===== config.mk =====
export PLATFORM = sky130hd
export DESIGN_NAME = seq_detect_param_flat
export DESIGN_NICKNAME = d
export VERILOG_FILES = /design/src/rtl/seq_detect_param_if.sv /design/src/rtl/seq_detect_param.sv /design/src/flat_wrapper.sv
export SDC_FILE = /design/constraint.sdc
export NUM_CORES = 1
export LEC_CHECK = 0
export CAP_MARGIN = 20
export CELL_PAD_IN_SITES_DETAIL_PLACEMENT = 0
export CELL_PAD_IN_SITES_GLOBAL_PLACEMENT = 1
export CORE_MARGIN = 2
export CORE_UTILIZATION = 37
export DETAILED_ROUTE_END_ITERATION = 7
export PLACE_DENSITY = 0.78
export SETUP_SLACK_MARGIN = 0.05
export SYNTH_ARGS = -nofsm -noshare
export SYNTH_HDL_FRONTEND = slang
export SYNTH_SLANG_ARGS = --single-unit

===== constraint.sdc =====
create_clock -name clk -period 2.6 [get_ports clk]
set_clock_uncertainty 0.1 [all_clocks]
set_input_delay 0.52 -clock clk [delete_from_list [all_inputs] [get_ports clk]]
set_output_delay 0.52 -clock clk [all_outputs]
set_load 0.02 [all_outputs]

===== src/rtl/seq_detect_param_if.sv =====
`default_nettype none
// ============================================================================
//  Module      : seq_detect_param_if
//  Description : Control/status bundle for the parametrised serial sequence
//                detector. The master side drives the serial bit stream and
//                the control strobes; the slave side (the detector) returns
//                its FSM state, match flag and match counter.
//  Ports       : en, x1, x1_valid, overlap, pat_load, pat_in, cnt_clr (to detector)
//                y, z1, match_cnt, cnt_sat                          (from detector)
//  Revision    : 1.0 - initial release
// ============================================================================
interface seq_detect_param_if #(
  parameter int PAT_W = 4,
  parameter int CNT_W = 8
);
  logic             en;
  logic             x1;
  logic             x1_valid;
  logic             overlap;
  logic             pat_load;
  logic [PAT_W-1:0] pat_in;
  logic             cnt_clr;
  logic [1:0]       y;
  logic             z1;
  logic [CNT_W-1:0] match_cnt;
  logic             cnt_sat;

  modport master (
    output en, x1, x1_valid, overlap, pat_load, pat_in, cnt_clr,
    input  y, z1, match_cnt, cnt_sat
  );

  modport slave (
    input  en, x1, x1_valid, overlap, pat_load, pat_in, cnt_clr,
    output y, z1, match_cnt, cnt_sat
  );
endinterface
`default_nettype wire


===== src/rtl/seq_detect_param.sv =====
`default_nettype none
// ============================================================================
//  Module      : seq_detect_param
//  Description : Moore serial sequence detector with a runtime-loadable
//                PAT_W-bit pattern, overlapping/non-overlapping match modes,
//                a registered one-cycle match flag and a saturating counter.
//  Ports       : clk  - rising-edge clock
//                rst  - asynchronous active-low reset
//                bus  - seq_detect_param_if.slave (controls in, status out)
//  Revision    : 1.0 - initial release
// ============================================================================
module seq_detect_param #(
  parameter int               PAT_W     = 4,
  parameter int               CNT_W     = 8,
  parameter logic [PAT_W-1:0] RESET_PAT = 4'b1101
) (
  input  wire logic          clk,
  input  wire logic          rst,
  seq_detect_param_if.slave  bus
);

  localparam int FILL_W = $clog2(PAT_W + 1);

  typedef enum logic [1:0] {
    IDLE = 2'b00,
    HUNT = 2'b01,
    HIT  = 2'b10
  } state_t;

  state_t            r_state;
  logic              r_z1;
  logic [PAT_W-1:0]  r_hist;
  logic [PAT_W-1:0]  r_pat;
  logic [FILL_W-1:0] r_fill;
  logic [CNT_W-1:0]  r_cnt;

  logic [PAT_W-1:0]  w_nh;
  logic [FILL_W-1:0] w_nf;
  logic              w_active;
  logic              w_match;

  // Newest bit enters at [0], so the oldest bit lines up with the pattern MSB.
  assign w_nh = {r_hist[PAT_W-2:0], bus.x1};

  // Fill saturates at PAT_W: a full window is required before any compare.
  assign w_nf = (r_fill == FILL_W'(PAT_W)) ? r_fill : r_fill + FILL_W'(1);

  // Bits are only consumed in the two running states; the IDLE->HUNT edge
  // and the unused encoding never sample.
  assign w_active = (r_state == HUNT) || (r_state == HIT);

  assign w_match = w_active && bus.en && !bus.pat_load && bus.x1_valid &&
                   (w_nh == r_pat) && (w_nf == FILL_W'(PAT_W));

  always_ff @(posedge clk or negedge rst) begin
    if (!rst) begin
      r_state <= IDLE;
      r_z1    <= 1'b0;
      r_hist  <= '0;
      r_fill  <= '0;
      r_pat   <= RESET_PAT;
    end else if (!bus.en) begin
      r_state <= IDLE;
      r_z1    <= 1'b0;
      r_hist  <= '0;
      r_fill  <= '0;
    end else if (bus.pat_load) begin
      // The x1 presented with a load is discarded; matching restarts cleanly.
      r_pat   <= bus.pat_in;
      r_hist  <= '0;
      r_fill  <= '0;
      r_state <= HUNT;
      r_z1    <= 1'b0;
    end else begin
      case (r_state)
        IDLE: begin
          r_state <= HUNT;
          r_z1    <= 1'b0;
        end
        HUNT, HIT: begin
          if (bus.x1_valid) begin
            r_hist <= w_nh;
            // Non-overlapping mode demands PAT_W fresh bits after a hit.
            r_fill <= (w_match && !bus.overlap) ? '0 : w_nf;
          end
          // z1 is the registered image of the next state being HIT.
          r_state <= w_match ? HIT : HUNT;
          r_z1    <= w_match;
        end
        default: begin
          r_state <= IDLE;
          r_z1    <= 1'b0;
        end
      endcase
    end
  end

  // Counter clear is independent of en; clear coincident with a hit gives 1.
  always_ff @(posedge clk or negedge rst) begin
    if (!rst) begin
      r_cnt <= '0;
    end else if (bus.cnt_clr) begin
      r_cnt <= w_match ? CNT_W'(1) : '0;
    end else if (w_match && !(&r_cnt)) begin
      r_cnt <= r_cnt + CNT_W'(1);
    end
  end

  assign bus.y         = r_state;
  assign bus.z1        = r_z1;
  assign bus.match_cnt = r_cnt;
  assign bus.cnt_sat   = &r_cnt;

endmodule
`default_nettype wire


===== src/flat_wrapper.sv =====
// flat-port wrapper written by rule: the top's interface ports become plain ports
module seq_detect_param_flat 
#(
  parameter int               PAT_W     = 4,
  parameter int               CNT_W     = 8,
  parameter logic [PAT_W-1:0] RESET_PAT = 4'b1101
)
  (clk, rst, bus_en, bus_x1, bus_x1_valid, bus_overlap, bus_pat_load, bus_pat_in, bus_cnt_clr, bus_y, bus_z1, bus_match_cnt, bus_cnt_sat);
  seq_detect_param_if #(.PAT_W(PAT_W), .CNT_W(CNT_W)) bus_i ();
  input  wire logic clk;
  input  wire logic rst;
  input wire logic [$bits(bus_i.en)-1:0] bus_en;
  input wire logic [$bits(bus_i.x1)-1:0] bus_x1;
  input wire logic [$bits(bus_i.x1_valid)-1:0] bus_x1_valid;
  input wire logic [$bits(bus_i.overlap)-1:0] bus_overlap;
  input wire logic [$bits(bus_i.pat_load)-1:0] bus_pat_load;
  input wire logic [$bits(bus_i.pat_in)-1:0] bus_pat_in;
  input wire logic [$bits(bus_i.cnt_clr)-1:0] bus_cnt_clr;
  output wire logic [$bits(bus_i.y)-1:0] bus_y;
  output wire logic [$bits(bus_i.z1)-1:0] bus_z1;
  output wire logic [$bits(bus_i.match_cnt)-1:0] bus_match_cnt;
  output wire logic [$bits(bus_i.cnt_sat)-1:0] bus_cnt_sat;
  assign bus_i.en = bus_en;
  assign bus_i.x1 = bus_x1;
  assign bus_i.x1_valid = bus_x1_valid;
  assign bus_i.overlap = bus_overlap;
  assign bus_i.pat_load = bus_pat_load;
  assign bus_i.pat_in = bus_pat_in;
  assign bus_i.cnt_clr = bus_cnt_clr;
  assign bus_y = bus_i.y;
  assign bus_z1 = bus_i.z1;
  assign bus_match_cnt = bus_i.match_cnt;
  assign bus_cnt_sat = bus_i.cnt_sat;
  seq_detect_param #(.PAT_W(PAT_W), .CNT_W(CNT_W), .RESET_PAT(RESET_PAT)) u_core (.clk(clk), .rst(rst), .bus(bus_i));
endmodule

## Yosys cells after proc, flatten, opt, wreduce, memory -nomap -nowiden

Index checks and enable logic that the tools add are counted.

- Bits in registers: 21
- Input port bits: 12
- Output and inout bits: 12
- Logic and storage cells: 52

- Add/subtract/negate cells: 2
- Equal/unequal tests: 7
- Mux-type cells: 20
- Reduce and logical (&&, ||, !) cells: 17

Operators with widths:

| kind | number |
|---|---|
| 2-to-1 mux 3 bit | 10 |
| 2-to-1 mux 8 bit | 2 |
| adder 8 x 1 -> 8 bit, second input constant | 1 |
| AND reduction 8 bit | 1 |
| logical AND 1 bit | 7 |
| == test 3 bit, second input constant | 2 |
| 2-to-1 mux 2 bit | 3 |
| != test 3 x 1 -> 1 bit, second input constant | 2 |
| == test 4 bit | 1 |
| 2-to-1 mux 1 bit | 4 |
| case mux 2 bit (2 select lines) | 1 |
| AND reduction 2 bit | 2 |
| adder 3 x 1 -> 3 bit, second input constant | 1 |
| zero test 1 bit | 3 |
| == test 2 x 1 -> 1 bit, second input constant | 1 |
| == test 2 bit, second input constant | 1 |
| zero test 2 bit | 1 |
| nonzero test 2 bit | 1 |
| OR reduction 2 bit | 1 |
| logical OR 1 bit | 1 |

## Longest topological paths before layout

- Depth after elaboration: 13
- Gate-level depth with buffers: 8
- Mapped depth without buffers: 7

## Worst setup path before layout

OpenSTA, ideal clock, no wires.

- Path kind: register to register
- From: register u_core.r_fill[0]
- To: register u_core.r_cnt[4], in the netlist u_core.bus.match_cnt[4]
- Setup time: 128 ps
- Arrival time: 2071 ps
- Data required time: 2372 ps
- Setup slack: 301 ps
- Stages on the path, launching flop included: 9
- Buffers on the path: 1
- Period minus slack after synthesis: 2299 ps
- Cells stage by stage: dfrtp_1 > inv_1 > ha_1 > nand2_1 > xnor2_1 > or4_4 > buf_6 > nor4_1 > mux2_1

- Cells in the longest elaborated chain, start to end: 6
- Elaborated cells between the ends (all ways): 7
- Those cells by class: 1 x add/sub; 2 x eq/ne; 1 x mux; 3 x reduce/logical

Ends and longest elaborated chain:

| what | RTL line | source |
|---|---|---|
| start: declaration | seq_detect_param.sv:34 | `logic [FILL_W-1:0] r_fill;` |
| start signal: assignment | seq_detect_param.sv:84 | `r_fill <= (w_match && !bus.overlap) ? '0 : w_nf;` |
| adder 3 x 1 -> 3 bit / == test 3 bit (equally long branches) | seq_detect_param.sv:46 | `assign w_nf = (r_fill == FILL_W'(PAT_W)) ? r_fill : r_fill + FILL_W'(1);` |
| 2-to-1 mux 3 bit * | seq_detect_param.sv:46 |  |
| == test 3 bit * | seq_detect_param.sv:53 | `(w_nh == r_pat) && (w_nf == FILL_W'(PAT_W));` |
| logical AND 1 bit * | seq_detect_param.sv:53 |  |
| logical AND 1 bit * | seq_detect_param.sv:104 | `end else if (w_match && !(&r_cnt)) begin` |
| nonzero test 2 bit (no source line) * | -- |  |
| end signal: assignment | seq_detect_param.sv:103 | `r_cnt <= w_match ? CNT_W'(1) : '0;` |
| end signal: assignment | seq_detect_param.sv:105 | `r_cnt <= r_cnt + CNT_W'(1);` |
| end: declaration | seq_detect_param.sv:35 | `logic [CNT_W-1:0] r_cnt;` |

Mark *: on every way between the ends. The rest lies on a longest branch, timed or not.
A chain may end at the register's enable or synchronous reset.

## Worst setup path after layout

Ends and elaborated chain as after synthesis.

==> flow_summary.rst <==
.. list-table::
   :header-rows: 1

   * - Metric
     - Value
   * - Setup repair after global routing missed its margin
     - no
   * - Violated checks
     - design-rule violations
   * - Grt total ovfl
     - 0
   * - Count of input and output buffers
     - 23
   * - Worst setup EP type
     - flip-flop
   * - Area growth syn-to-layout
     - 26.51%
   * - Sum Neg Setup Slack
     - 0 ns
   * - Path type of the worst setup path
     - reg -> reg
   * - Max-slew headroom
     - 51.01%
   * - Count of final max-slew check failures
     - 0
   * - Util after Layout
     - 50.45%
   * - Via count
     - 906
   * - Nets in the synthesized netlist
     - 132
   * - Number of CTS-inserted buffers
     - 3
   * - Maximum fanout encountered on the critical timing path
     - 13
   * - Placement Rows
     - 19
   * - Global-route wire length before repair
     - 3712 µm
   * - Cell variety after synth
     - 32
   * - CTS tree
     - yes
   * - DR pass1 iterations
     - 6
   * - CP delay by family, top
     - simple AND/OR/NAND/NOR gates
   * - Share of the clock period used by the worst path after layout
     - 91.67%
   * - Wire length per cell
     - 12.91 µm
   * - Final setup viols
     - 0
   * - Post-Synthesis Cells
     - 115
   * - Share of Yosys cell area claimed by the top area cell type
     - 38.03%
   * - Antenna fix cells
     - 0
   * - Initial antenna violation count
     - 0
   * - DRT antenna net count
     - 0
   * - H-tree depth reported by CTS
     - 1
   * - Ordered list of cells on the worst path
     - inv_1 -> ha_1 -> nand2_1 -> xnor2_1 -> or4_4 -> nor4_1 -> mux2_1
   * - Result of the run
     - complete, but fails checks
   * - Area of the mapped netlist
     - 0.001119 mm²
   * - GR Util All Layers
     - 13.68%
   * - Largest stage delay on the critical path
     - 0.57 ns
   * - Met2 WL
     - 989 µm
   * - Total routed wire length on the met1 layer
     - 1078 µm
   * - Clock Tree Root
     - clkbuf_4
   * - IR Drop Worst-Case VDD
     - 0.1918 mV
   * - Total I/O pin count
     - 24
   * - Horiz. Die Dim
     - 58.99 µm
   * - Vias in the first global route
     - 836
   * - Reported max-cap violation count
     - 0
   * - Vert. Die Dim
     - 58.99 µm
   * - Warning count from the yosys run
     - 0
   * - Layout cells sized above 1
     - 11.35%
   * - Minimum clock period
     - 2.383 ns
   * - Total die area
     - 0.003479 mm²
   * - Total Nets Final
     - 159
   * - Total buffers and inverters traversed by the critical path
     - 1
   * - Average vias per placed instance
     - 5.267
   * - Routability congestion estimate
     - 0.8343
   * - Launching element type of the critical path
     - flip-flop
   * - Clock transition time at the flip-flop clock pins of the worst setup and hold paths
     - 0.11 ns
   * - Total DRC errors in the routed layout
     - 2
   * - Switching power share of the total
     - 24.56%
   * - Switching pwr
     - 0.1417 mW
   * - Uppermost routed layer
     - met4
   * - Number of endpoints with negative hold slack in the final report
     - 0
   * - Overall routed net length
     - 2220 µm
   * - Dpl hpwl
     - 1641 µm
   * - Area leader, netlist
     - dfrtp_1
   * - Arrival time worst endpoint
     - 2.48 ns
   * - Average cell area after synthesis
     - 9.727 µm²
   * - 1st-iter DRT viols
     - 38
   * - Fraction of power consumed by the clock network
     - 26.4%
   * - Worst hold margin
     - 0.4403 ns
   * - Portion of total power attributed to sequential cells
     - 58.6%
   * - Clock insertion delay at the later pin of the skew report
     - 0.30 ns
   * - Tightest Hold Check Type
     - in -> async
   * - Post-CTS Setup Inserts
     - 0
   * - Max Buffers Root-to-Sink
     - 2
   * - Required @ worst endpoint
     - 2.69 ns
   * - Filler cell count in the final layout
     - 266
   * - Part of the Yosys area used for sequential elements
     - 45.08%
   * - Maximum number of pins on one net before global-route repair
     - 21
   * - Worst-margin pin slew
     - 0.7317 ns
   * - Cell with the largest stage delay on the worst path
     - or4_4
   * - Combinational Power Share
     - 15.0%
   * - Internal power of the cells
     - 0.4353 mW
   * - Leakage Power
     - 0.5609 nW
   * - Areal power density over the cells
     - 407.7 mW/mm²
   * - Met3 WL
     - 131 µm
   * - Core Footprint
     - 0.002805 mm²
   * - Count of state elements after synthesis
     - 20
   * - Total number of clock tree sinks
     - 20
   * - Maximum clock frequency
     - 419.6 MHz
   * - Initial cell density of the core
     - 39.88%
   * - Top post-synthesis cells by area
     - dfrtp_1 38%, dfstp_2 7.0%, ha_1 5.6%
registers in the layout (all words and copies together), names as in the netlist:
register,count
u_core.r_fill,3
u_core.r_hist,3
u_core.bus.match_cnt,8
u_core.bus.y,2
u_core.r_pat,4
per-layer routing:
| layer | vias to the layer above | track usage (%) |
|---|---|---|
| met5 | - | 0 |
| met2 | 27 | 20.48 |
| met3 | 4 | 2.838 |
| li1 | 457 | - |
| met1 | 418 | 20.03 |
| met4 | 0 | 3.896 |
area by class of cell:
class / count / area [µm²] / area share [%]
Sequential cell: 20 / 504.2 / 35.63
Tap cell: 31 / 38.79 / 2.741
Multi-Input combinational cell: 86 / 571.8 / 40.41
Timing Repair Buffer: 27 / 259.0 / 18.30
Clock buffer: 4 / 26.28 / 1.857
Inverter: 4 / 15.01 / 1.061
power groups by stage:
stage	Clock, mW	Combinational, mW	Sequential (mW)
floorplan	0	0.0442	0.344
global placement	0	0.0861	0.343
detailed placement	0	0.0870	0.344
CTS	0.157	0.0878	0.338
global route	0.172	0.0956	0.340
finish	0.152	0.0867	0.338
through the flow:
stage | setup WS, ns | power [mW] | cell area, µm² | instances
final | 0.2166 | 0.5770 | 1415 | 172
after CTS | 0.2276 | 0.5825 | 1415 | 172
after global routing | 0.09942 | 0.6071 | 1415 | 172
after detailed placement | 0.03604 | 0.4311 | 1388 | 168
after global placement | 0.08796 | 0.4289 | 1388 | 168
after floorplan | 0.3013 | 0.3884 | 1119 | 115
final timing paths:
| kind | from | end | slack [ns] | cells past startpoint |
|---|---|---|---|---|
| worst max-delay path | u_core.r_fill[0]$_DFFE_PN0P_ | u_core.bus.match_cnt[4]$_DFFE_PN0P_ | 0.22 | 7 |
| worst min-delay path | rst | u_core.bus.match_cnt[7]$_DFFE_PN0P_ | 0.44 | 2 |
| worst max register to register | u_core.r_fill[0]$_DFFE_PN0P_ | u_core.bus.match_cnt[4]$_DFFE_PN0P_ | 0.22 | 7 |
| worst min register to register | u_core.r_hist[2]$_DFFE_PN0P_ | u_core.r_hist[2]$_DFFE_PN0P_ | 0.45 | 2 |
| max in group asynchronous | rst | u_core.r_pat[2]$_DFFE_PN1P_ | 1.68 | 2 |
| min in group clk | u_core.r_hist[2]$_DFFE_PN0P_ | u_core.r_hist[2]$_DFFE_PN0P_ | 0.45 | 2 |
worst register-to-register path, stage by stage, from the launching register on:
cell	delay, ns
dfrtp_1	0.40
inv_1	0.12
ha_1	0.17
nand2_1	0.08
xnor2_1	0.13
or4_4	0.57
nor4_1	0.36
mux2_1	0.35
what timing repair did:
| action | 4_1_cts | 5_1_grt |
|---|---|---|
| gates resized for setup | 2 | 0 |
| endpoints found under the setup margin | 1 | 0 |
| hold endpoints to repair | 0 | 0 |
| hold buffers | 0 | 0 |
synth_stat cells:
cell	n
buf_4	1
o221ai_1	1
o31ai_1	3
inv_1	4
dfrtp_1	17
clkbuf_1	3
nand3b_1	2
buf_6	1
o32ai_1	1
xor2_1	1
xnor2_1	5
o211ai_1	2
nand4_1	2
mux2i_1	1
a21oi_1	8
nand3_1	3
nor4_1	3
dfstp_2	3
and2_1	2
ha_1	5
and3_1	1
nand2b_1	4
or4_4	1
mux2_1	3
or4_1	3
nor3_1	1
nand2_1	15
mux2_2	4
nor2b_1	3
nor2_1	9
a211oi_1	1
o21ai_0	2
logic make-up (layout without fill, tap and decap cells):
logic type | count (synthesis) | count (layout) | share of synthesized area, %
compound gates | 18 | 18 | 10.07
xor+xnor | 6 | 6 | 4.698
fa+ha+maj | 5 | 5 | 5.593
buf+inv | 9 | 35 | 4.027
flops | 20 | 20 | 45.08
mux | 8 | 8 | 7.941
simple gates | 49 | 49 | 22.59
placed cells by master (no fill, tap or decap), types with 5 or more instances in the layout:
cell	count
clkdlybuf4s50_1	22
dfrtp_1	17
nand2_1	15
nor2_1	8
a21oi_1	8
xnor2_1	5
ha_1	5
(Power assumes the default switching activity.)
